==> config.mk <==
export PLATFORM = sky130hd
export DESIGN_NAME = counter_seq_ctrl
export DESIGN_NICKNAME = d
export VERILOG_FILES = /design/src/rtl/counter_seq_ctrl.sv
export SDC_FILE = /design/constraint.sdc
export NUM_CORES = 1
export LEC_CHECK = 0
export ABC_AREA = 1
export CORE_UTILIZATION = 51
export DETAILED_ROUTE_END_ITERATION = 6
export GPL_ROUTABILITY_DRIVEN = 0
export PLACE_DENSITY = 0.82
export SETUP_SLACK_MARGIN = 0.3
export SKIP_CTS_REPAIR_TIMING = 1
export SLEW_MARGIN = 10
export SYNTH_ARGS = -nofsm -noshare
export SYNTH_HDL_FRONTEND = slang
export SYNTH_SLANG_ARGS = --single-unit
==> constraint.sdc <==
create_clock -name clock -period 2.6 [get_ports clock]
set_input_delay 0.26 -clock clock [delete_from_list [all_inputs] [get_ports clock]]
set_output_delay 0.26 -clock clock [all_outputs]
set_load 0.05 [all_outputs]
==> src/rtl/counter_seq_ctrl.sv <==
// Segment sequencer driving an up/down counter's en/ud from a queued list of {dir, hold, len}.
// Latency: first segment drives on the edge after start; segments chain with no gap; host push backpressured by seg_ready.

// Generic synchronous FIFO with flush; head is read combinationally.
// Latency: pushed data visible at head the cycle after the push edge.
// Backpressure: caller must gate push with level<DEPTH and pop with level>0.
module seq_fifo #(
  parameter int W     = 8,
  parameter int DEPTH = 4
) (
  input  logic                     clock,
  input  logic                     reset,
  input  logic                     flush,
  input  logic                     push,
  input  logic                     pop,
  input  logic [W-1:0]             wdat,
  output logic [W-1:0]             rdat,
  output logic [$clog2(DEPTH):0]   level
);
  localparam int AW = $clog2(DEPTH);
  localparam int LW = AW + 1;

  logic [W-1:0]  mem [DEPTH];
  logic [AW-1:0] wr_ptr;
  logic [AW-1:0] rd_ptr;

  always_ff @(posedge clock or negedge reset) begin
    if (!reset) begin
      wr_ptr <= '0;
      rd_ptr <= '0;
      level  <= '0;
    end else if (flush) begin
      wr_ptr <= '0;
      rd_ptr <= '0;
      level  <= '0;
    end else begin
      if (push) wr_ptr <= wr_ptr + AW'(1);
      if (pop)  rd_ptr <= rd_ptr + AW'(1);
      case ({push, pop})
        2'b10:   level <= level + LW'(1);
        2'b01:   level <= level - LW'(1);
        default: level <= level;
      endcase
    end
  end

  // Storage needs no reset: level/pointers define which entries are valid.
  always_ff @(posedge clock) begin
    if (push && !flush) mem[wr_ptr] <= wdat;
  end

  assign rdat = mem[rd_ptr];
endmodule

module counter_seq_ctrl #(
  parameter int DEPTH = 4,
  parameter int LEN_W = 8
) (
  input  logic                     clock,
  input  logic                     reset,
  input  logic                     seg_valid,
  output logic                     seg_ready,
  input  logic                     seg_dir,
  input  logic                     seg_hold,
  input  logic [LEN_W-1:0]         seg_len,
  input  logic                     start,
  input  logic                     abort,
  output logic                     cnt_en,
  output logic                     cnt_ud,
  output logic                     busy,
  output logic                     done,
  output logic [$clog2(DEPTH):0]   fifo_level
);
  localparam int LW = $clog2(DEPTH) + 1;
  localparam int SW = LEN_W + 2;
  localparam int RW = LEN_W + 1;

  typedef enum logic [1:0] {IDLE, RUN, DONE} state_t;

  state_t          state, state_nxt;
  logic [RW-1:0]   remaining, rem_nxt;
  logic            en_nxt, ud_nxt, busy_nxt, done_nxt;
  logic            push, pop, fifo_empty;
  logic [SW-1:0]   head_dat;
  logic            head_dir, head_hold;
  logic [LEN_W-1:0] head_len;
  logic [RW-1:0]   head_rem;

  assign seg_ready  = (fifo_level < LW'(DEPTH));
  assign push       = seg_valid && seg_ready && !abort;
  assign fifo_empty = (fifo_level == '0);

  seq_fifo #(.W(SW), .DEPTH(DEPTH)) u_fifo (
    .clock (clock),
    .reset (reset),
    .flush (abort),
    .push  (push),
    .pop   (pop),
    .wdat  ({seg_dir, seg_hold, seg_len}),
    .rdat  (head_dat),
    .level (fifo_level)
  );

  assign {head_dir, head_hold, head_len} = head_dat;
  // len=0 stands for the full 2^LEN_W cycle count.
  assign head_rem = (head_len == '0) ? {1'b1, {LEN_W{1'b0}}} : {1'b0, head_len};

  always_ff @(posedge clock or negedge reset) begin
    if (!reset) begin
      state     <= IDLE;
      remaining <= '0;
      cnt_en    <= 1'b0;
      cnt_ud    <= 1'b0;
      busy      <= 1'b0;
      done      <= 1'b0;
    end else begin
      state     <= state_nxt;
      remaining <= rem_nxt;
      cnt_en    <= en_nxt;
      cnt_ud    <= ud_nxt;
      busy      <= busy_nxt;
      done      <= done_nxt;
    end
  end

  always_comb begin
    state_nxt = state;
    rem_nxt   = remaining;
    en_nxt    = cnt_en;
    ud_nxt    = cnt_ud;
    busy_nxt  = busy;
    done_nxt  = 1'b0;
    pop       = 1'b0;
    if (abort) begin
      state_nxt = IDLE;
      rem_nxt   = '0;
      en_nxt    = 1'b0;
      ud_nxt    = 1'b0;
      busy_nxt  = 1'b0;
    end else begin
      case (state)
        IDLE: begin
          en_nxt   = 1'b0;
          busy_nxt = 1'b0;
          if (start && !fifo_empty) begin
            pop       = 1'b1;
            state_nxt = RUN;
            rem_nxt   = head_rem;
            en_nxt    = ~head_hold;
            ud_nxt    = head_dir;
            busy_nxt  = 1'b1;
          end
        end
        RUN: begin
          rem_nxt = remaining - RW'(1);
          if (remaining == RW'(1)) begin
            if (!fifo_empty) begin
              // Chain the next segment on the same edge so there is no idle gap.
              pop      = 1'b1;
              rem_nxt  = head_rem;
              en_nxt   = ~head_hold;
              ud_nxt   = head_dir;
            end else begin
              state_nxt = DONE;
              rem_nxt   = '0;
              en_nxt    = 1'b0;
              busy_nxt  = 1'b0;
              done_nxt  = 1'b1;
            end
          end
        end
        DONE: begin
          state_nxt = IDLE;
        end
        default: begin
          state_nxt = IDLE;
        end
      endcase
    end
  end
endmodule

After elaboration in Yosys (flattened, before gate mapping)
Memory sizes are Yosys's and may differ from the RTL's. Index checks and enable logic that the tools add are counted. Widths: inputs -> output; s select.

Flip-flop bits (word level): 22. Bits in writable memories: 40. Input bits: 15. Output and inout port bits: 8. Memories: 1.

Add/subtract/negate cells: 5. $lt $le $gt $ge: 1. Eq/ne operators: 8. Mux-type cells: 42. Bitwise logic cells: 1. Reductions and logical operators: 18.

Memories: u_fifo.mem (depth 4, width 10, rd ports 1, clocked after Yosys merged registers in 0, write ports 1, line 23) `logic [W-1:0] mem [DEPTH];`.

Operators with widths (count): $mux 9 (5); $mux 1 (21); $pmux 9 s2 (1); $mux 2 (8); $ne 3x3->1 const B (4); $eq 9x1->1 const B (1); $sub 9x1->9 const B (1); $logic_not 8->1 (1); $pmux 1 s2 (4); $pmux 3 s2 (1); $reduce_and 3->1 (2); $reduce_bool 3->1 (2); $add 2x1->2 const B (2); $eq 2x1->1 const B (2); $logic_and 1x1->1 (4); $pmux 2 s2 (1); $reduce_and 2->1 (2); $reduce_and 4->1 (1); $reduce_bool 2->1 (2); $add 3x1->3 const B (1); $logic_not 3->1 (1); $lt 3x3->1 const B (1); $mux 3 (1); $sub 3x1->3 const B (1); 4 further kinds (5).

Depth between registers and ports, before layout
Depth in word-level cells: 9. Gate-level depth with buffers: 15. Mapped depth without buffers: 15.

Modules after synthesis
A second synthesis with hierarchy kept.

Cells, all modules: 324. Area, all modules: 3108.0 sq um.

By module, submodules not included: seq_fifo (times used 1, cells an instance 157, area an instance 1928.1 sq um, sequential area each 1376.3 sq um); counter_seq_ctrl (times used 1, cells an instance 167, area an instance 1179.9 sq um, sequential area each 375.4 sq um).

Least setup slack after synthesis
Ideal clock, no wire load.

Kind: flip-flop to flip-flop. From: reg u_fifo.level[0]. To: reg u_fifo.level[1]. Data arrival time: 1.838 ns. Required time: 2.473 ns. Slack: 0.635 ns. Stages on the path, launching flop included: 10. Path buffers: 0. Cells stage by stage: dfrtp_1 nor2_1 nand2_2 nand3_1 nand2_4 nand2_4 inv_1 fa_1 nand2_1 o21ai_0.

Word-level cells in the longest chain between the ends: 9. Elaborated cells between the ends (all ways): 18. Classes of those cells: 2 x add/sub; 1 x order compare; 2 x eq/ne; 7 x mux; 6 x reduce/logical.

Ends and longest elaborated chain: from (decl) (line 18) `output logic [$clog2(DEPTH):0] level`; from (signal assigned) (line 40) `2'b10: level <= level + LW'(1);`; from (signal assigned) (line 41) `2'b01: level <= level - LW'(1);`; from (signal assigned) (line 42) `default: level <= level;`; $logic_not 3->1 (line 91) `assign fifo_empty = (fifo_level == '0);`; $logic_not 1->1; $logic_and 1x1->1 (line 145) `if (start && !fifo_empty) begin`; $mux 1 (line 145); $pmux 1 s2 (line 141) `case (state)`; $mux 1 (line 134) `if (abort) begin`; $eq 2x1->1 or $eq 2x2->1 (tied branches) (line 39) `case ({push, pop})`; $pmux 3 s2 (line 39); $mux 3 (line 32) `end else if (flush) begin`.

Several ways; a longest one is shown, not always the timed one. A chain may end at the register's enable or synchronous reset.

Final worst setup path
From: reg remaining[1]. To: reg u_fifo.level[1].

Word-level cells in the longest chain between the ends: 7. Elaborated cells between the ends (all ways): 9. Classes of those cells: 3 x eq/ne; 5 x mux; 1 x reduce/logical.

Ends and longest elaborated chain: from (decl) (line 81) `logic [RW-1:0] remaining, rem_nxt;`; from (signal assigned) (line 118) `remaining <= rem_nxt;`; $eq 9x1->1 (*) (line 156) `if (remaining == RW'(1)) begin`; $mux 1 (*) (line 156); $pmux 1 s2 (*) (line 141); $mux 1 (*) (line 134); $eq 2x1->1 or $eq 2x2->1 (tied branches) (line 39); $pmux 3 s2 (line 39); $mux 3 (line 32).

Every way passes the cells marked *; elsewhere a longest branch is shown, timed or not.

==> results_dict.tcl <==
set metrics [dict create \
    grt_overflow 0 \
    timing.rr.start "remaining[1]" \
    htreeDepth 3 \
    vdd_ir_drop_max_uv 559.7 \
    path_common_cell "inv_1" \
    slowest_stage "fa_1" \
    ys_warn_count 0 \
    path_class "flop to flop" \
    worstPathCellList "inv_1 -> ha_1 -> inv_1 -> nor2_1 -> nand2_1 -> nor2_4 -> nand3_2 -> nand2_4 -> nand2_4 -> inv_1 -> fa_1 -> nand2_1 -> o21ai_0" \
    core_area_um2 5608 \
    crit_family "simple AND/OR/NAND/NOR gates" \
    path_clk_slew_ns 0.07 \
    dpl.hpwl_um 4005 \
    yosysSeqAreaShare 0.5824 \
    synthAdderAreaFrac 0.03161 \
    hold_violations 0 \
    dieHeight_um 78.80 \
    numCtsBuffers 9 \
    syn2layout_area_growth_pct 16.51 \
    syn_area_per_cell_um2 9.703 \
    status "finished, final reports clean" \
    wire_per_inst_um 14.09 \
    rr_endpoint "u_fifo.level[1]" \
    power_density_nw_per_um2 879.6 \
    slowest_delay_ns 0.41 \
    crit_path_end_kind "flop" \
    required_ns 2.83 \
    worstHoldPathType "input pin to asynchronous set/reset pin" \
    synth_cell_types 33 \
    synth_xor_area_frac 0.01456 \
    initial_core_util 0.5364 \
    finalMaxSlewViolations 0 \
    ys.flop_type "edfxtp_1" \
    crit_path_start "remaining[1]" \
    synth-simple-area-share 0.2467 \
    cp_num_buf_inv 3 \
    critPathMaxFanout 5 \
    grt_max_degree 23 \
    muxShareOfSynthArea 0 \
    tightest_slew_ns 0.4895 \
    drt-total-wl_um 5888 \
    syn-cell-area_um2 3008 \
    fin_util 0.6249 \
    diodes 0 \
    setup_tns_ns 0 \
    clock_latency_ns 0.34 \
    grt_pass1_vias 2165 \
    nNetsFinal 363 \
    drt_iter0_drc 103 \
    p_leak_nw 1.488 \
    ys_ff_latch 62 \
    syn_inst 310 \
    fin_crit_sh 0.8108 \
    cts_tree "built" \
    rows 27 \
    drive_above_1_share 0.1214 \
    grt_pass1_wl_um 9942 \
    root_buffer "clkbuf_8" \
    synth_top_family_by_area "simple AND/OR/NAND/NOR gates" \
    r2r_cells 13 \
    boundaryPins 23 \
    cp-start-kind "flop" \
    final_cells 418 \
    skew_ns 0.008250 \
    period_needed_ns 2.108 \
    reg2reg_slack_ns 0.49 \
    dpl_cell_area_um2 3322 \
    synth_nets 332 \
    maxCapViolations 0 \
    synth-compound-area-share 0.06780 \
    placedCellCount 402 \
    grt_antenna_before_repair 0 \
    vias_per_cell 5.237 \
    fp.dieW_um 78.80 \
    firstDrtPassIters 6 \
    fmax_ghz 0.4744 \
    path_depth 13 \
    port_buffers 22 \
    drc 0 \
    cts_sinks 62 \
    crit_end "u_fifo.level[1]" \
    grtUsageTotal 0.2151 \
    ant_nets 0 \
    die_area_um2 6209 \
    clockBufferDepth 2 \
    arrival_ns 2.34 \
    rsz0062_at_grt "false" \
    synth_edf_count 40 \
    vias 2189 \
    fin_area_um2 3505 \
    setup_viol 0 \
    slew_headroom 0.6727 \
    ys_async_sr_fraction 0.3548 \
]
## stage by stage
step	power, W	setup slack, ns	hold WS (ns)
floorplan	0.002038	0.6351	-0.03559
global placement	0.002253	0.5230	0.5094
detailed placement	0.002282	0.4789	0.5232
CTS	0.003094	0.5085	0.2684
global route	0.003266	0.3277	0.3107
finish	0.003083	0.4919	0.2648
## kinds of logic (layout without fill, tap and decap cells)
group | after synthesis | in the layout
XOR/XNOR | 5 | 5
AND/OR/NAND/NOR | 160 | 160
adder cells (fa/ha/maj) | 7 | 7
AO/OA/AOI/OAI | 34 | 34
buffers and inverters | 42 | 78
flip-flops | 62 | 62
## cells in the mapped netlist, types with 2 or more instances
cell,instances,area share
dfrtp_1,22,0.18
a31oi_1,3,0.0062
ha_1,6,0.025
nand3_2,2,0.0067
a22oi_1,4,0.010
nand2_1,81,0.10
edfxtp_1,40,0.40
nand2_2,3,0.0062
inv_2,4,0.0050
nor2_2,3,0.0062
xor2_1,5,0.015
nand3_1,32,0.053
nor2_1,24,0.030
inv_1,29,0.036
nand2_4,2,0.0075
a21oi_2,2,0.0058
nand4_1,5,0.010
a21oi_1,12,0.020
nor2_4,5,0.019
o21ai_0,7,0.012
o31ai_1,2,0.0050
buf_2,6,0.010
## placed cells by master, fill, tap and decap left out, drive strengths merged
| master | count |
|---|---|
| nand2 | 86 |
| edfxtp | 40 |
| nand3 | 34 |
| inv | 34 |
| nor2 | 32 |
| dfrtp | 22 |
| clkdlybuf4s50 | 22 |
| a21oi | 14 |
| clkbuf | 12 |
| o21ai | 9 |
| ha | 6 |
| buf | 6 |
| nand4 | 5 |
| xor2 | 5 |
| a22oi | 4 |
| a31oi | 3 |
| o31ai | 2 |
| clkinv | 2 |
| nor3 | 1 |
| o22ai | 1 |
| o211ai | 1 |
| nor3b | 1 |
| nand3b | 1 |
| fa | 1 |
| clkinvlp | 1 |
| bufinv | 1 |
## worst reg2reg max path, stage by stage (launching register included)
cell,delay (ns)
dfrtp_1,0.38
inv_1,0.10
ha_1,0.15
inv_1,0.04
nor2_1,0.14
nand2_1,0.11
nor2_4,0.14
nand3_2,0.12
nand2_4,0.11
nand2_4,0.07
inv_1,0.08
fa_1,0.41
nand2_1,0.07
o21ai_0,0.07
## power by group
group / internal (W) / switching [W] / leakage [nW]
Combinational: 0.000344 / 0.000670 / 0.747
Sequential: 0.00117 / 0.0000923 / 0.650
Clock: 0.000440 / 0.000364 / 0.0904
## metal layers
metal,vias up,track usage,part of all wire
met3,9,0.05057,0.043
li1,1098,-,-
met5,-,0,0
met1,1030,0.2698,0.44
met2,52,0.3513,0.49
met4,0,0.1019,0.020
## worst min-delay path by stage
stage,cells after the start,to,start,slack [ns]
global route,2,remaining[7],reset,0.31
detailed placement,2,busy,busy,0.52
finish,2,remaining[7],reset,0.26
global placement,2,busy,busy,0.51
floorplan,0,busy,reset,-0.04
CTS,2,state[0],reset,0.27
## flip-flops by register name, summed over array words and instances, names as in the netlist
signal,flops
u_fifo.mem,40
remaining,9
u_fifo.level,3
state,2
u_fifo.rd_ptr,2
u_fifo.wr_ptr,2
busy,1
cnt_en,1
cnt_ud,1
done,1
## cell type report
class,count,area [µm²]
Clock buffer,12,135.1
Tap cell,72,90.09
Sequential cell,62,1752
Clock inverter,4,47.55
Multi-Input combinational cell,206,1085
Timing Repair Buffer,28,265.3
Fill cell,474,2103
Inverter,34,130.1
(Power assumes the default switching activity.)
